$ cat src/rtl/cpu_pkg.sv
// Shared decode constants, FSM encoding and the single-cycle ALU evaluator
// for the execute stage.
package cpu_pkg;

    localparam int XLEN = 32;

    localparam logic [5:0] OP_SPECIAL = 6'h00;

    localparam logic [5:0] F_ADD   = 6'h20;
    localparam logic [5:0] F_ADDU  = 6'h21;
    localparam logic [5:0] F_SUB   = 6'h22;
    localparam logic [5:0] F_SUBU  = 6'h23;
    localparam logic [5:0] F_AND   = 6'h24;
    localparam logic [5:0] F_OR    = 6'h25;
    localparam logic [5:0] F_XOR   = 6'h26;
    localparam logic [5:0] F_NOR   = 6'h27;
    localparam logic [5:0] F_SLT   = 6'h2A;
    localparam logic [5:0] F_SLTU  = 6'h2B;
    localparam logic [5:0] F_MULTU = 6'h19;
    localparam logic [5:0] F_MFHI  = 6'h10;
    localparam logic [5:0] F_MFLO  = 6'h12;

    typedef enum logic [0:0] {
        ST_IDLE = 1'b0,
        ST_MUL  = 1'b1
    } state_e;

    typedef struct packed {
        logic [5:0] opcode;
        logic [4:0] rs;
        logic [4:0] rt;
        logic [4:0] rd;
        logic [4:0] shamt;
        logic [5:0] funct;
    } instr_t;

    // Returns {supported, value} for every single-cycle funct; multu and
    // unknown functs report unsupported so the caller can zero the result.
    function automatic logic [XLEN:0] alu_eval(input logic [5:0]      funct,
                                               input logic [XLEN-1:0] a,
                                               input logic [XLEN-1:0] b,
                                               input logic [XLEN-1:0] hi,
                                               input logic [XLEN-1:0] lo);
        logic [XLEN-1:0] v;
        logic            ok;
        v  = '0;
        ok = 1'b1;
        case (funct)
            F_ADD, F_ADDU: v = a + b;
            F_SUB, F_SUBU: v = a - b;
            F_AND:         v = a & b;
            F_OR:          v = a | b;
            F_XOR:         v = a ^ b;
            F_NOR:         v = ~(a | b);
            F_SLT:         v = {{(XLEN-1){1'b0}}, ($signed(a) < $signed(b))};
            F_SLTU:        v = {{(XLEN-1){1'b0}}, (a < b)};
            F_MFHI:        v = hi;
            F_MFLO:        v = lo;
            default:       ok = 1'b0;
        endcase
        return {ok, v};
    endfunction

endpackage

$ cat src/rtl/exec_stage_if.sv
// Operand/result handshake bundle between register read, the execute stage
// and writeback.
interface exec_stage_if #(parameter int W = 32);

    logic         in_valid;
    logic         in_ready;
    logic [31:0]  instru;
    logic [W-1:0] data_a;
    logic [W-1:0] data_b;
    logic         out_valid;
    logic         out_ready;
    logic [W-1:0] result;
    logic [4:0]   dest;
    logic [W-1:0] hi;
    logic [W-1:0] lo;

    // Environment side: supplies operands and consumes results.
    modport master (
        output in_valid, instru, data_a, data_b, out_ready,
        input  in_ready, out_valid, result, dest, hi, lo
    );

    // Execute stage side.
    modport slave (
        input  in_valid, instru, data_a, data_b, out_ready,
        output in_ready, out_valid, result, dest, hi, lo
    );

endinterface

$ cat src/rtl/mul_iter.sv
// Iterative unsigned shift-add multiplier: one partial product per cycle.
// done_o is high during the final step; prod_o carries the full product in
// that same cycle so the caller can capture it on the final step edge.
module mul_iter
    import cpu_pkg::*;
#(
    parameter int W     = 32,
    parameter int STEPS = 32
) (
    input  logic           clk,
    input  logic           rst_n,
    input  logic           start_i,
    input  logic [W-1:0]   a_i,
    input  logic [W-1:0]   b_i,
    output logic           done_o,
    output logic [2*W-1:0] prod_o
);

    localparam int CW = $clog2(STEPS);

    logic             busy_q, busy_d;
    logic [CW-1:0]    cnt_q, cnt_d;
    logic [2*W-1:0]   mcand_q, mcand_d;
    logic [W-1:0]     mplier_q, mplier_d;
    logic [2*W-1:0]   acc_q, acc_d;
    logic [2*W-1:0]   acc_step;

    // Next-state: load on start, otherwise add the current partial product
    // and shift both operands while busy.
    always_comb begin
        acc_step = acc_q + (mplier_q[0] ? mcand_q : '0);
        busy_d   = busy_q;
        cnt_d    = cnt_q;
        mcand_d  = mcand_q;
        mplier_d = mplier_q;
        acc_d    = acc_q;
        if (start_i) begin
            busy_d   = 1'b1;
            cnt_d    = '0;
            mcand_d  = {{W{1'b0}}, a_i};
            mplier_d = b_i;
            acc_d    = '0;
        end else if (busy_q) begin
            acc_d    = acc_step;
            mcand_d  = mcand_q << 1;
            mplier_d = mplier_q >> 1;
            cnt_d    = cnt_q + CW'(1);
            if (cnt_q == CW'(STEPS-1))
                busy_d = 1'b0;
        end
    end

    assign done_o = busy_q && (cnt_q == CW'(STEPS-1));
    assign prod_o = acc_step;

    // Engine state; reset abandons any multiply in flight.
    always_ff @(posedge clk) begin
        if (!rst_n) begin
            busy_q   <= 1'b0;
            cnt_q    <= '0;
            mcand_q  <= '0;
            mplier_q <= '0;
            acc_q    <= '0;
        end else begin
            busy_q   <= busy_d;
            cnt_q    <= cnt_d;
            mcand_q  <= mcand_d;
            mplier_q <= mplier_d;
            acc_q    <= acc_d;
        end
    end

endmodule

$ cat src/rtl/exec_stage.sv
// Execute stage: single-cycle ALU / mfhi / mflo plus a multi-cycle multu
// that blocks new operands until hi/lo are written.
module exec_stage
    import cpu_pkg::*;
#(
    parameter int W         = 32,
    parameter int MUL_STEPS = 32
) (
    input  logic        clk,
    input  logic        rst_n,
    exec_stage_if.slave bus
);

    state_e          state_q;
    logic            out_valid_q;
    logic [W-1:0]    result_q;
    logic [4:0]      dest_q;
    logic [W-1:0]    hi_q, lo_q;

    instr_t          ins;
    logic            accept;
    logic            is_special;
    logic            is_multu;
    logic            op_ok;
    logic [W:0]      ev;
    logic            mul_start;
    logic            mul_done;
    logic [2*W-1:0]  mul_prod;
    logic            unused_fields;

    assign ins           = instr_t'(bus.instru);
    assign unused_fields = ^{ins.rs, ins.rt, ins.shamt};

    assign bus.in_ready  = (state_q == ST_IDLE) && (!out_valid_q || bus.out_ready);
    assign accept        = bus.in_valid && bus.in_ready;

    assign is_special    = (ins.opcode == OP_SPECIAL);
    assign is_multu      = is_special && (ins.funct == F_MULTU);
    assign ev            = alu_eval(ins.funct, bus.data_a, bus.data_b, hi_q, lo_q);
    assign op_ok         = is_special && ev[W];
    assign mul_start     = accept && is_multu;

    mul_iter #(.W(W), .STEPS(MUL_STEPS)) u_mul (
        .clk    (clk),
        .rst_n  (rst_n),
        .start_i(mul_start),
        .a_i    (bus.data_a),
        .b_i    (bus.data_b),
        .done_o (mul_done),
        .prod_o (mul_prod)
    );

    // Control FSM with registered result/dest/hi/lo; a drain and a new
    // completion on the same edge leave out_valid set.
    always_ff @(posedge clk) begin
        if (!rst_n) begin
            state_q     <= ST_IDLE;
            out_valid_q <= 1'b0;
            result_q    <= '0;
            dest_q      <= '0;
            hi_q        <= '0;
            lo_q        <= '0;
        end else begin
            if (bus.out_ready)
                out_valid_q <= 1'b0;
            case (state_q)
                ST_IDLE: begin
                    if (accept) begin
                        if (is_multu) begin
                            state_q <= ST_MUL;
                        end else begin
                            out_valid_q <= 1'b1;
                            result_q    <= op_ok ? ev[W-1:0] : '0;
                            dest_q      <= op_ok ? ins.rd : 5'd0;
                        end
                    end
                end
                ST_MUL: begin
                    if (mul_done) begin
                        hi_q        <= mul_prod[2*W-1:W];
                        lo_q        <= mul_prod[W-1:0];
                        out_valid_q <= 1'b1;
                        result_q    <= '0;
                        dest_q      <= '0;
                        state_q     <= ST_IDLE;
                    end
                end
                default: state_q <= ST_IDLE;
            endcase
        end
    end

    assign bus.out_valid = out_valid_q;
    assign bus.result    = result_q;
    assign bus.dest      = dest_q;
    assign bus.hi        = hi_q;
    assign bus.lo        = lo_q;

endmodule
$ cat src/flat_wrapper.sv
// flat-port wrapper written by rule: the top's interface ports become plain ports
module exec_stage_flat import cpu_pkg::*;
#(
    parameter int W         = 32,
    parameter int MUL_STEPS = 32
)
  (clk, rst_n, bus_in_valid, bus_instru, bus_data_a, bus_data_b, bus_out_ready, bus_in_ready, bus_out_valid, bus_result, bus_dest, bus_hi, bus_lo);
  exec_stage_if #(.W(W)) bus_i ();
  input  logic clk;
  input  logic rst_n;
  input wire logic [$bits(bus_i.in_valid)-1:0] bus_in_valid;
  input wire logic [$bits(bus_i.instru)-1:0] bus_instru;
  input wire logic [$bits(bus_i.data_a)-1:0] bus_data_a;
  input wire logic [$bits(bus_i.data_b)-1:0] bus_data_b;
  input wire logic [$bits(bus_i.out_ready)-1:0] bus_out_ready;
  output wire logic [$bits(bus_i.in_ready)-1:0] bus_in_ready;
  output wire logic [$bits(bus_i.out_valid)-1:0] bus_out_valid;
  output wire logic [$bits(bus_i.result)-1:0] bus_result;
  output wire logic [$bits(bus_i.dest)-1:0] bus_dest;
  output wire logic [$bits(bus_i.hi)-1:0] bus_hi;
  output wire logic [$bits(bus_i.lo)-1:0] bus_lo;
  assign bus_i.in_valid = bus_in_valid;
  assign bus_i.instru = bus_instru;
  assign bus_i.data_a = bus_data_a;
  assign bus_i.data_b = bus_data_b;
  assign bus_i.out_ready = bus_out_ready;
  assign bus_in_ready = bus_i.in_ready;
  assign bus_out_valid = bus_i.out_valid;
  assign bus_result = bus_i.result;
  assign bus_dest = bus_i.dest;
  assign bus_hi = bus_i.hi;
  assign bus_lo = bus_i.lo;
  exec_stage #(.W(W), .MUL_STEPS(MUL_STEPS)) u_core (.clk(clk), .rst_n(rst_n), .bus(bus_i));
endmodule
$ cat config.mk
export PLATFORM = sky130hd
export DESIGN_NAME = exec_stage_flat
export DESIGN_NICKNAME = d
export VERILOG_FILES = /design/src/rtl/cpu_pkg.sv /design/src/rtl/exec_stage_if.sv /design/src/rtl/mul_iter.sv /design/src/rtl/exec_stage.sv /design/src/flat_wrapper.sv
export SDC_FILE = /design/constraint.sdc
export NUM_CORES = 1
export LEC_CHECK = 0
export ABC_AREA = 1
export CELL_PAD_IN_SITES_DETAIL_PLACEMENT = 1
export CELL_PAD_IN_SITES_GLOBAL_PLACEMENT = 1
export CORE_MARGIN = 2
export CORE_UTILIZATION = 37
export CTS_CLUSTER_DIAMETER = 30
export CTS_CLUSTER_SIZE = 16
export DETAILED_ROUTE_END_ITERATION = 10
export HOLD_SLACK_MARGIN = 0.03
export PLACE_DENSITY = 0.8
export SLEW_MARGIN = 0
export SYNTH_ARGS = -nofsm -noshare
export SYNTH_HDL_FRONTEND = slang
export SYNTH_HIERARCHICAL = 1
export SYNTH_SLANG_ARGS = --single-unit
$ cat constraint.sdc
create_clock -name clk -period 2.35 [get_ports clk]
set_input_delay 0.235 -clock clk [delete_from_list [all_inputs] [get_ports clk]]
set_output_delay 0.235 -clock clk [all_outputs]
set_load 0.03 [all_outputs]
==> results of run 1 <==
## logic make-up after synthesis
group           share of synthesized area (%)
simple gates                            37.29
buf+inv                                 16.09
compound gates                          13.54
flops                                   22.80
fa+ha+maj                               8.941
xor+xnor                                1.345
## routing by layer
metal  global-route usage, %  overflow
met1                   68.85         0
met2                   88.03         4
met3                   54.42         0
met4                   71.85         5
met5                   24.63         0
## timing repair
action	in CTS
pin swaps	41
cloned	2
resized for setup	343
setup buffers	5
hold buffers	1
endpoints found under the setup margin	154
hold endpoints to repair	2
## cell usage after synthesis (8+ instances only)
library cell  count  area share [%]
a31oi_1          19            0.50
nor2_1          394             6.3
nor2_2           22            0.58
inv_1           819              13
nand2_2          26            0.69
clkbuf_1         88             1.4
o221ai_1         45             1.7
a21oi_1         217             4.6
ha_1            164             8.7
xor2_1           23            0.85
buf_1             8            0.13
o22ai_1          39             1.0
dfxtp_1         269              23
buf_4             8            0.25
o21bai_1          8            0.25
a211oi_1         24            0.76
nand2_1        1306              21
nand3_1         219             4.6
o211ai_1          9            0.29
nand3_2          10            0.42
buf_2            39            0.83
inv_2            18            0.29
nand4_1          27            0.72
nor3_1           91             1.9
o21ai_1          22            0.47
o21ai_0         167             3.5
## stage by stage
stage          hold WS (ps)  instances  worst slack (ps)  instance area, sq um
3_5_place_dp          456.1       5672            -734.4                 31020
2_1_floorplan         377.9       4146             5.085                 23640
3_3_place_gp          449.0       5672            -745.8                 31020
4_1_cts               172.3       5820            -288.5                 35160
==> summary.md, run 1 <==
| Metric | Value |
|---|---|
| Maximum number of pins on one net before global-route repair | 107 |
| Clk root buf | clkbuf_16 |
| Global-route congestion overflow total | 9 |
| Synth cell types | 53 |
| Yosys reg bits | 269 |
| Overall die height | 256.7 um |
| Net count of the mapped netlist | 4,413 |
| Netlist area before placement | 0.02362 sq mm |
| Stage reached | global routing |
| Worst-case clock buffer depth | 3 |
| Worst endpoint kind after the last repair | register data pin |
| Starting utilization of the core area | 37.45% |
| Half-perimeter wire length of the detailed placement result | 99.26 mm |
| Standard-cell row count | slightly above 90 |
| Die extent in x | 256.7 um |
| Status | did not finish |
| Ports placed on the boundary | 203 |
| Number of antenna violations at the first check in global routing | 26 |
| Cell count after synthesis | between 4,000 and 5,000 |
| I/O Buffers | 187 |
| Number of enable flip-flop cells after synthesis | 0 |
| Clock Sinks | between 200 and 300 |
| First reported error | [ERROR GRT-0232] Routing congestion too high. Check the congestion heatmap in the GUI. |
| Warnings, synthesis | 6 |
| GRT Overall Usage | 70.27% |
| Post-synthesis async set-or-reset flop share | 0% |
| Maximum level of the CTS H-tree | 3 |
| GP Congestion | about 1.0 |
| Average cell area after synthesis | 5.697 sq um |
| GR repair worst EP | u_core/u_mul/acc_q[46]$_SDFFE_PP0P_/D |
| Most used flip-flop cell after synthesis | dfxtp_1 |
| Register area share after synthesis | between 20 and 25% |
| Clock buffers created by TritonCTS | 76 |
==> run 2, diff against run 1 <==
- CELL_PAD_IN_SITES_DETAIL_PLACEMENT: 1 -> default
- CELL_PAD_IN_SITES_GLOBAL_PLACEMENT: 1 -> default
- CORE_UTILIZATION: 37 -> 40
- CTS_CLUSTER_DIAMETER: 30 -> default
- CTS_CLUSTER_SIZE: 16 -> default
- HOLD_SLACK_MARGIN: 0.03 -> default
- PLACE_DENSITY: 0.8 -> default
- PLACE_DENSITY_LB_ADDON: default -> 0.15
- clock period: 2.35 -> 3.06 ns (I/O delays scaled with it)
==> run 2 against run 1 <==
Net effect: the run now ends clean; synthesized cell count did not move; synthesized area did not move.
==> summary.md, run 2 <==
| Metric | Value |
|---|---|
| Status | complete, no violations |
| Warnings, synthesis | 6 |
| Vias in the first global route | between 20,000 and 25,000 |
| Clock network fraction of total power | 44.1% |
| Required time reported for the critical path endpoint | 3510 ps |
| Netlist area before placement | 0.02362 sq mm |
| Half-perimeter wire length of the detailed placement result | 86.24 mm |
| Yosys reg bits | ~270 |
| Slew at the pin closest to its max-slew limit | 870.1 ps |
| Overall die height | 247.0 um |
| Maximum fanout along the worst path | 10 |
| Number of pins exceeding their max-slew limit in the final report | 0 |
| Commonest cells after routing, fill and taps aside | 1,305 x nand2_1, 819 x inv_1, 394 x nor2_1 |
| Endpoints failing hold | 0 |
| Routed Antenna Nets | 0 |
| Leading cell types by total area after synthesis | dfxtp_1 23%, nand2_1 21%, inv_1 13% |
| Biggest regs | u_core/u_mul/acc_q (64), u_core/u_mul/mcand_q (64) |
| Arr. time, crit path | between 3000 and 4000 ps |
| Number of buffers inserted by post-CTS setup repair | 0 |
| Critical-path top delay cell | dfxtp_4 |
| Cell count after synthesis | 4,146 |
| Hold WC Path Type | in2reg |
| Most repeated cell in the gate-level netlist after synthesis | nand2_1 |
| Ports placed on the boundary | 203 |
| Fraction of layout instances using a drive strength above 1 | just under 9% |
| Global-route congestion overflow total | 0 |
| Cell seen most often among critical-path stages | nand2_1 |
| Tcrit/Tclk final | 95.61% |
| Clk root buf | clkbuf_16 |
| Post-detailed-route DRC marker count | 0 |
| Most used flip-flop cell after synthesis | dfxtp_1 |
| Final wirelength | 104.7 mm |
| Maximum level of the CTS H-tree | 2 |
| Final-layout setup total negative slack | 0 ps |
| Net count of the mapped netlist | between 4,000 and 5,000 |
| Mean number of vias per cell | 5.067 |
| Starting utilization of the core area | roughly two fifths |
| Final setup skew | 23.12 ps |
| Switching fraction of total power | 30.51% |
| Global-route wire length before repair | 153.8 mm |
| Total cell area at the placement stage | roughly 0.028 sq mm |
| Count of routing violations after the opening detailed-route iteration | 2,133 |
| Std-Cell Core Area | 0.05869 sq mm |
| Kind of critical path | reg2reg |
| I/O Buffers | 187 |
| Final layout net count | 4,728 |
| Sequential group share of total power | a little under two fifths |
| Register area share after synthesis | 22.80% |
| Commonest cells in the netlist | 1,306 x nand2_1, 819 x inv_1, 394 x nor2_1 |
| Area overhead of the layout relative to synthesis | 22.37% |
| Detailed-routing iteration count for the pre-antenna-repair pass | 9 |
| M1 WL | 43.85 mm |
| GRT Overall Usage | 33.90% |
| Via Count | ~27,000 |
| Combinational share of power | 18.2% |
| Leading area contributor after synthesis | dfxtp_1 |
| Average cell area after synthesis | 5.697 sq um |
| Synth cell types | 53 |
| PD cells | 321.5 mW/mm^2 |
| Worst-case headroom to the max-slew limit | 41.38% |
| Worst-case clock buffer depth | 3 |
| Post-synthesis async set-or-reset flop share | 0% |
| Antenna cell count | 0 |
| Cell-internal power | 0.006457 W |
| Clock tree from TritonCTS | done |
| Die Footprint | about 0.061 sq mm |
| Max stage delay on crit path | roughly 400 ps |
| GP Congestion | about 1 |
| IR drop worst, VDD | 464.7 uV |
| Number of antenna violations at the first check in global routing | 0 |
| Psw | 0.002835 W |
| Number of max-capacitance violations reported | 0 |
| Clock Sinks | between 200 and 300 |
| Standard-cell row count | between 80 and 90 |
| Sum of met3 wire segment lengths after detailed routing | approximately 6 mm |
| CP Cell Sequence | buf_4 -> nand2_1 -> inv_1 -> ha_1 -> nand2_1 -> nor2_1 -> nand3_1 -> nand3_2 -> nand3_1 -> nand2_2 -> nand2_1 -> nand3_1 -> nand2_1 -> o21ai_0 -> nor2_1 |
| Startpoint type of the worst setup path | flip-flop |
| Total met2 wirelength after detailed routing | 48.49 mm |
| Sort of element at the end of the critical path | flip-flop |
| DR top layer | met4 |
| Reg clk slew, reported paths | 60 ps |
| Routed WL per cell | 19.92 um |
| Period minus WS final | 2926 ps |
| Clock buffers created by TritonCTS | 34 |
| Area of all placed cells without fillers | 0.02891 sq mm |
| Clock insertion delay at the later pin of the skew report | 580 ps |
| Final setup violation count | 0 |
| Area share of the largest cell type after synthesis | 22.80% |
| Most common library cell in the layout ignoring fill and taps | nand2_1 |
| Die extent in x | 247.0 um |
| Number of enable flip-flop cells after synthesis | 0 |
| Setup repair after global routing missed its margin | false |
| Static leakage | 15.61 nW |
| Maximum number of pins on one net before global-route repair | 130 |
| Max Fclk | approximately 0.34 GHz |
## run 2: cell counts after synthesis
Identical to the previous run, type by type.
## run 2: timing repair
action,in CTS,in global routing
hold buffers,0,0
resized for setup,0,2
endpoints found under the setup margin,0,5
## run 2: final cells by class
type                            instances  area (sq um)
Tap cell                              773         967.2
Sequential cell                       269          5393
Timing Repair Buffer                  424          3811
Inverter                              844          3171
Clock buffer                           49         977.2
Multi-Input combinational cell       2888         14450
Fill cell                            6361         29780
Clock inverter                         10         135.1
## run 2: worst paths after layout
check        slack, ps  depth (start not counted)                                   from                                 to
max                130                         15  u_core/u_mul/mplier_q[0]$_SDFFE_PN0P_     u_core/bus.hi[25]$_SDFFE_PN0P_
min                270                          3                                  rst_n     u_core/u_mul/busy_q$_SDFF_PN0_
max reg2reg        130                         15  u_core/u_mul/mplier_q[0]$_SDFFE_PN0P_     u_core/bus.hi[25]$_SDFFE_PN0P_
min reg2reg        460                          2      u_core/bus.result[5]$_SDFFE_PN0P_  u_core/bus.result[5]$_SDFFE_PN0P_
## run 2: kinds of logic (layout without fill, tap and decap cells)
group	Yosys count	after routing	synth area share, %
and+or+nand+nor	2128	2128	37.29
buffers and inverters	989	1327	16.09
AOI/OAI and AO/OA	561	561	13.54
DFF	269	269	22.80
adders and majority gates	167	167	8.941
xor gates and xnor gates	32	32	1.345
## run 2: power by group through the flow
stage	clock network [W]	logic, W	registers [W]
5_1_grt	0.00430	0.00183	0.00350
3_3_place_gp	0	0.00166	0.00358
6_report	0.00410	0.00169	0.00350
3_5_place_dp	0	0.00166	0.00358
4_1_cts	0.00418	0.00166	0.00350
2_1_floorplan	0	0.000823	0.00358
## run 2: routing by layer
metal,GRT usage (%),vias to the layer above
li1,-,13475
met4,18.82,0
met2,57.18,820
met1,42.02,12142
met3,3.723,202
met5,0,-
## run 2: worst max-delay path: cells and delay by family (launching register included)
| kind | cells | cell delay [ps] |
|---|---|---|
| AOI/OAI and AO/OA | 1 | 230 |
| adders and majority gates | 1 | 350 |
| buffers and inverters | 2 | 240 |
| DFF | 1 | 400 |
| and+or+nand+nor | 11 | 1570 |
## run 2: through the flow
stage               power (W)  setup slack [ps]  hold slack [ps]  cells  util, %
global route         0.009623             8.206            249.0   5257    49.26
CTS                  0.009343             163.7            252.9   5257    49.25
global placement     0.005243            -53.37            449.5   5198    47.35
detailed placement   0.005237            -68.84            456.0   5198    47.35
floorplan            0.004407             495.8            437.1   4146        -
finish               0.009293             134.5            269.0   5257    49.26
Note: power is estimated with default switching activity, not from simulation.
==> run 3, diff against run 2 <==
- CAP_MARGIN: default -> 30
==> results of run 3 <==
No change in the layout: final DEF, timing and power equal those of run 2.
